===== config.mk =====
export PLATFORM = sky130hd
export DESIGN_NAME = pipe_skid_reg
export DESIGN_NICKNAME = d
export VERILOG_FILES = /design/src/rtl/pipe_skid_reg.sv
export SDC_FILE = /design/constraint.sdc
export NUM_CORES = 1
export LEC_CHECK = 0
export ABC_AREA = 1
export BUFFER_PORTS_ARGS = -buffer_cell sky130_fd_sc_hd__buf_2
export CAP_MARGIN = 25
export CORE_ASPECT_RATIO = 1.75
export CORE_MARGIN = 2
export CORE_UTILIZATION = 35
export DETAILED_ROUTE_END_ITERATION = 10
export MAX_ROUTING_LAYER = met4
export PLACE_DENSITY = 0.66
export RECOVER_POWER = 50
export SYNTH_ARGS = -nofsm -noshare
export SYNTH_HDL_FRONTEND = slang
export SYNTH_SLANG_ARGS = --single-unit
export TNS_END_PERCENT = 10

===== constraint.sdc =====
create_clock -name clk -period 3.6 [get_ports clk]
set_input_delay 0.18 -clock clk [delete_from_list [all_inputs] [get_ports clk]]
set_output_delay 0.18 -clock clk [all_outputs]
set_load 0.01 [all_outputs]

===== src/rtl/pipe_skid_reg.sv =====
// Two-entry skid register for a pipeline stage boundary: main + skid slots, in_ready from registered state only.
// Optional statistics counters are compiled in with `define PIPE_SKID_STATS_EN.
module pipe_skid_reg #(
  parameter int CTRL_W = 12,
  parameter int DATA_W = 96
) (
  input  logic              clk,
  input  logic              reset,
  input  logic              flush,
  input  logic              in_valid,
  output logic              in_ready,
  input  logic [CTRL_W-1:0] in_ctrl,
  input  logic [DATA_W-1:0] in_data,
  output logic              out_valid,
  input  logic              out_ready,
  output logic [CTRL_W-1:0] out_ctrl,
`ifdef PIPE_SKID_STATS_EN
  output logic [DATA_W-1:0] out_data,
  output logic [31:0]       stall_cnt,
  output logic [15:0]       flush_cnt
`else
  output logic [DATA_W-1:0] out_data
`endif
);

  typedef enum logic [1:0] {
    EMPTY = 2'd0,
    FULL  = 2'd1,
    SKID  = 2'd2
  } state_t;

  state_t            state;
  logic              in_ready_r;
  logic              out_valid_r;
  logic [CTRL_W-1:0] main_ctrl;
  logic [DATA_W-1:0] main_data;
  logic [CTRL_W-1:0] skid_ctrl;
  logic [DATA_W-1:0] skid_data;
  logic              in_fire;
  logic              out_fire;

  assign in_ready  = in_ready_r;
  assign out_valid = out_valid_r;
  assign out_data  = main_data;
  assign in_fire   = in_valid & in_ready_r;
  assign out_fire  = out_valid_r & out_ready;

  // Bubbles must never carry live write enables downstream.
  always_comb begin
    out_ctrl = {CTRL_W{1'b0}};
    if (out_valid_r) begin
      out_ctrl = main_ctrl;
    end else begin
      out_ctrl = {CTRL_W{1'b0}};
    end
  end

  // Slot FSM; handshake flags are registered copies of the state decode.
  always_ff @(posedge clk) begin
    if (reset) begin
      state       <= EMPTY;
      in_ready_r  <= 1'b1;
      out_valid_r <= 1'b0;
      main_ctrl   <= {CTRL_W{1'b0}};
      main_data   <= {DATA_W{1'b0}};
      skid_ctrl   <= {CTRL_W{1'b0}};
      skid_data   <= {DATA_W{1'b0}};
    end else if (flush) begin
      state       <= EMPTY;
      in_ready_r  <= 1'b1;
      out_valid_r <= 1'b0;
    end else begin
      case (state)
        EMPTY: begin
          if (in_fire) begin
            main_ctrl   <= in_ctrl;
            main_data   <= in_data;
            state       <= FULL;
            out_valid_r <= 1'b1;
          end
        end
        FULL: begin
          if (in_fire && out_fire) begin
            main_ctrl <= in_ctrl;
            main_data <= in_data;
          end else if (in_fire) begin
            skid_ctrl  <= in_ctrl;
            skid_data  <= in_data;
            state      <= SKID;
            in_ready_r <= 1'b0;
          end else if (out_fire) begin
            state       <= EMPTY;
            out_valid_r <= 1'b0;
          end
        end
        SKID: begin
          if (out_fire) begin
            main_ctrl  <= skid_ctrl;
            main_data  <= skid_data;
            state      <= FULL;
            in_ready_r <= 1'b1;
          end
        end
        default: begin
          state       <= EMPTY;
          in_ready_r  <= 1'b1;
          out_valid_r <= 1'b0;
        end
      endcase
    end
  end

`ifdef PIPE_SKID_STATS_EN
  // Saturating stall and squash counters.
  always_ff @(posedge clk) begin
    if (reset) begin
      stall_cnt <= 32'd0;
      flush_cnt <= 16'd0;
    end else begin
      if (out_valid_r && !out_ready && stall_cnt != 32'hFFFF_FFFF) begin
        stall_cnt <= stall_cnt + 32'd1;
      end
      if (flush && out_valid_r && flush_cnt != 16'hFFFF) begin
        flush_cnt <= flush_cnt + 16'd1;
      end
    end
  end
`endif

endmodule


==> summary.txt <==
Outcome
  • Run status: finished with violations
  • Failing checks: max-capacitance violations, max-slew violations

Synthesis
  • Post-synth top cells: nand2_1 (389), nor2_1 (374), dfxtp_1 (220)
  • Area contributors post-synth: dfxtp_1 (45%), nand2_1 (15%), nor2_1 (14%)
  • FFs w/ async S/R, synth: 0
  • Synth top area share: 0.4453
  • Yosys reg bits: 220
  • Ys Warns: 0
  • Post-Syn Area: 9891 sq um
  • Post-synth net total: 1660
  • Synth cell types: 20
  • Top-count cell post-synth: nand2_1
  • Dominant synthesized flop cell: dfxtp_1
  • Cell count after synthesis: about 1500
  • Mean post-synth cell area: 6.393 sq um
  • Area leader, netlist: dfxtp_1
  • Sequential-to-total area share from yosys stat: 0.4453
  • Number of synthesized flops with an enable pin: 0

STA
  • Setup TNS: 0 ns
  • Peak Freq: 0.3575 GHz
  • Slew headroom: -0.002554
  • Final Max Tran Viols: between 70 and 80
  • Crit path time final: 2.797 ns
  • Fin. Hold Viols: 0
  • RSZ-0062 raised after global routing: false
  • Endpoints failing setup: 0
  • Worst-margin pin slew: 1.502 ns
  • Fin Hold WS: 0.06597 ns
  • Worst Setup Slack, final: 0.8030 ns
  • Clk_skew: 0.009241 ns
  • Fin crit share: 0.7769

Setup path
  • Crit path max fanout: 75
  • Cell Chain, Critical Path: nand2_1, nand2_1, nand2_2, inv_2, buf_12, nand3_1, nand2_1, nor2_1
  • CP Capture Type: flop
  • CP Launch Type: flop
  • Critical path's top delay family: buffers and inverters
  • Crit path kind: flop to flop
  • Most used cell, CP: nand2_1
  • Reg2reg start: out_valid$_SDFFE_PP0P_
  • Critical path arrival: approximately 3.2 ns
  • CP max stage delay: 1.07 ns
  • WP buf/inv: 2
  • CP required: 4.00 ns
  • Crit path launch: out_valid$_SDFFE_PP0P_
  • Crit-path slowest cell: inv_2

Route
  • Post-route ant nets: 0
  • Pre-antenna DRT Iters: 4
  • Vias per inst: 4.597
  • Final WL: 28.83 mm
  • DRC violations left: 0
  • Avg WL per Cell: 13.06 um
  • Vias: 10145
  • Initial DRC count: 484

Cells and area
  • Nets: a little under 2000
  • Multi-input logic area: 4393 sq um
  • Fill cells: ~2900
  • FF/Latch Area: 4404 sq um
  • Area Overhead vs Synth: 30.53%
  • Share of layout cells above drive strength 1: 0.09290
  • Final instance area: 12910 sq um

Place
  • # port buffers: 222
  • Gpl congestion: 0.8365
  • Pre-CTS WS: 1.110 ns
  • Hpwl dp: 17.63 mm
  • Dpl cell area: 11180 sq um

Min path
  • Hold path start: reset
  • Hold crit path type: primary input to flop

Global route
  • Largest net degree at the start of global routing: 110
  • Global-route wire length before repair: roughly 47 mm
  • Vias in the first global route: 9680
  • Grt met3 use: 0.02289
  • GRT met2 Usage: 0.3473
  • GR Util met1: 0.2247
  • Initial antenna violation count: 3
  • GRT Residual Overflow: 0
  • Gr busiest metal: met2
  • GRT Resource Usage Total: 0.1995

Job
  • Max-Cap Viols: 1

Power
  • Pwr dens: 448.7 nW/um^2
  • Maximum vdd ir drop: 0.0003442 V
  • Leakage Power: roughly 6.1 nW

Die
  • Core Footprint: 27870 sq um
  • DIE WIDTH: 131.1 um
  • # rows: roughly 80
  • Initial core utilization: 0.3549
  • Die area: 29670 sq um
  • I/O pin count: ~220
  • Die height: 226.4 um

Clock network
  • Clk buf depth: 3
  • TritonCTS clock tree: built
  • Root buffer cell: clkbuf_16
  • # clock sinks: 220
  • CTS resizes: 0
  • CTS clk-pin slew, worst paths: 0.06 ns
  • Total CTS buffers: 22
  • Setup repair bufs after CTS: 0
  • H-tree levels: 1
  • Skew-Pair Late Insertion Delay: 0.52 ns
[worst paths after layout]
path	to	cells past startpoint	slack [ns]
max	out_data[95]$_SDFFE_PP0P_	8	0.80
min	in_ready$_SDFFE_PP1P_	5	0.07
max reg2reg	out_data[95]$_SDFFE_PP0P_	8	0.80
min reg2reg	skid_data[86]$_SDFFE_PP0P_	2	0.45
[cell usage in the layout, fill, tap and decap left out]
cell / count
clkbuf_2: 1
diode_2: 4
inv_1: 157
buf_12: 6
clkbuf_1: 113
nor2_1: 374
buf_2: 112
dfxtp_1: 220
and3_1: 1
nor2_4: 3
buf_4: 8
inv_6: 1
nand3_1: 109
dlygate4sd3_1: 112
a21oi_1: 38
o21ai_1: 1
o21ai_0: 144
clkinv_2: 4
buf_16: 2
clkbuf_16: 23
nand2_4: 1
nand2_2: 1
nand2_1: 390
a31oi_1: 1
clkbuf_8: 4
bufinv_16: 1
inv_2: 3
[area by class of cell]
| cell class | count | share of cell area |
|---|---|---|
| tap | 373 | 0.03615 |
| sequential | 220 | 0.3412 |
| timing repair buffer | 351 | 0.1808 |
| multi-input combinational | 1063 | 0.3403 |
| inverter | 161 | 0.04720 |
| clock buffer | 30 | 0.04972 |
| clock inverter | 5 | 0.003877 |
| antenna | 4 | 0.0007753 |
[worst register-to-register path, stage by stage (launching register included)]
cell	delay [ns]
dfxtp_1	0.61
nand2_1	0.24
nand2_1	0.14
nand2_2	0.08
inv_2	1.07
buf_12	0.33
nand3_1	0.10
nand2_1	0.08
nor2_1	0.05
[layer usage]
metal | part of all wire | up-vias
met2 | 0.51 | 232
met1 | 0.41 | 4579
met5 | 0 | -
met4 | 0.044 | 0
met3 | 0.036 | 79
li1 | - | 5255
[registers in the layout (all words and copies together) (netlist names)]
name,count
skid_ctrl,12
out_valid,1
main_ctrl,12
out_data,96
in_ready,1
skid_data,96
state,2
[kinds of logic (layout without fill, tap and decap cells)]
| family | count (synthesis) | count (layout) | share of synthesized area |
|---|---|---|---|
| flip-flops | 220 | 220 | 0.4453 |
| AND/OR/NAND/NOR | 879 | 879 | 0.3502 |
| other | 0 | 4 | 0 |
| buffers and inverters | 264 | 547 | 0.1113 |
| AO/OA/AOI/OAI | 184 | 184 | 0.09323 |
[stage by stage]
stage,util,instances,power [mW]
final,0.4632,2207,5.792
after global routing,0.4631,2206,6.105
after CTS,0.4664,2201,5.902
after detailed placement,0.4013,2054,3.498
after global placement,0.4013,2054,3.482
after floorplan,-,1547,3.200
[report_power, final]
part	switching (mW)	internal [mW]	leakage, nW
Clock	0.961	1.31	0.346
Sequential	0.0782	2.58	1.80
Combinational	0.509	0.361	3.98
Total	1.55	4.24	6.13
[timing repair]
item,in CTS,in global routing
hold buffers,112,0
endpoints found under the hold margin,111,0
endpoints found under the setup margin,0,0
No activity file was read; power rests on OpenSTA's default activity.
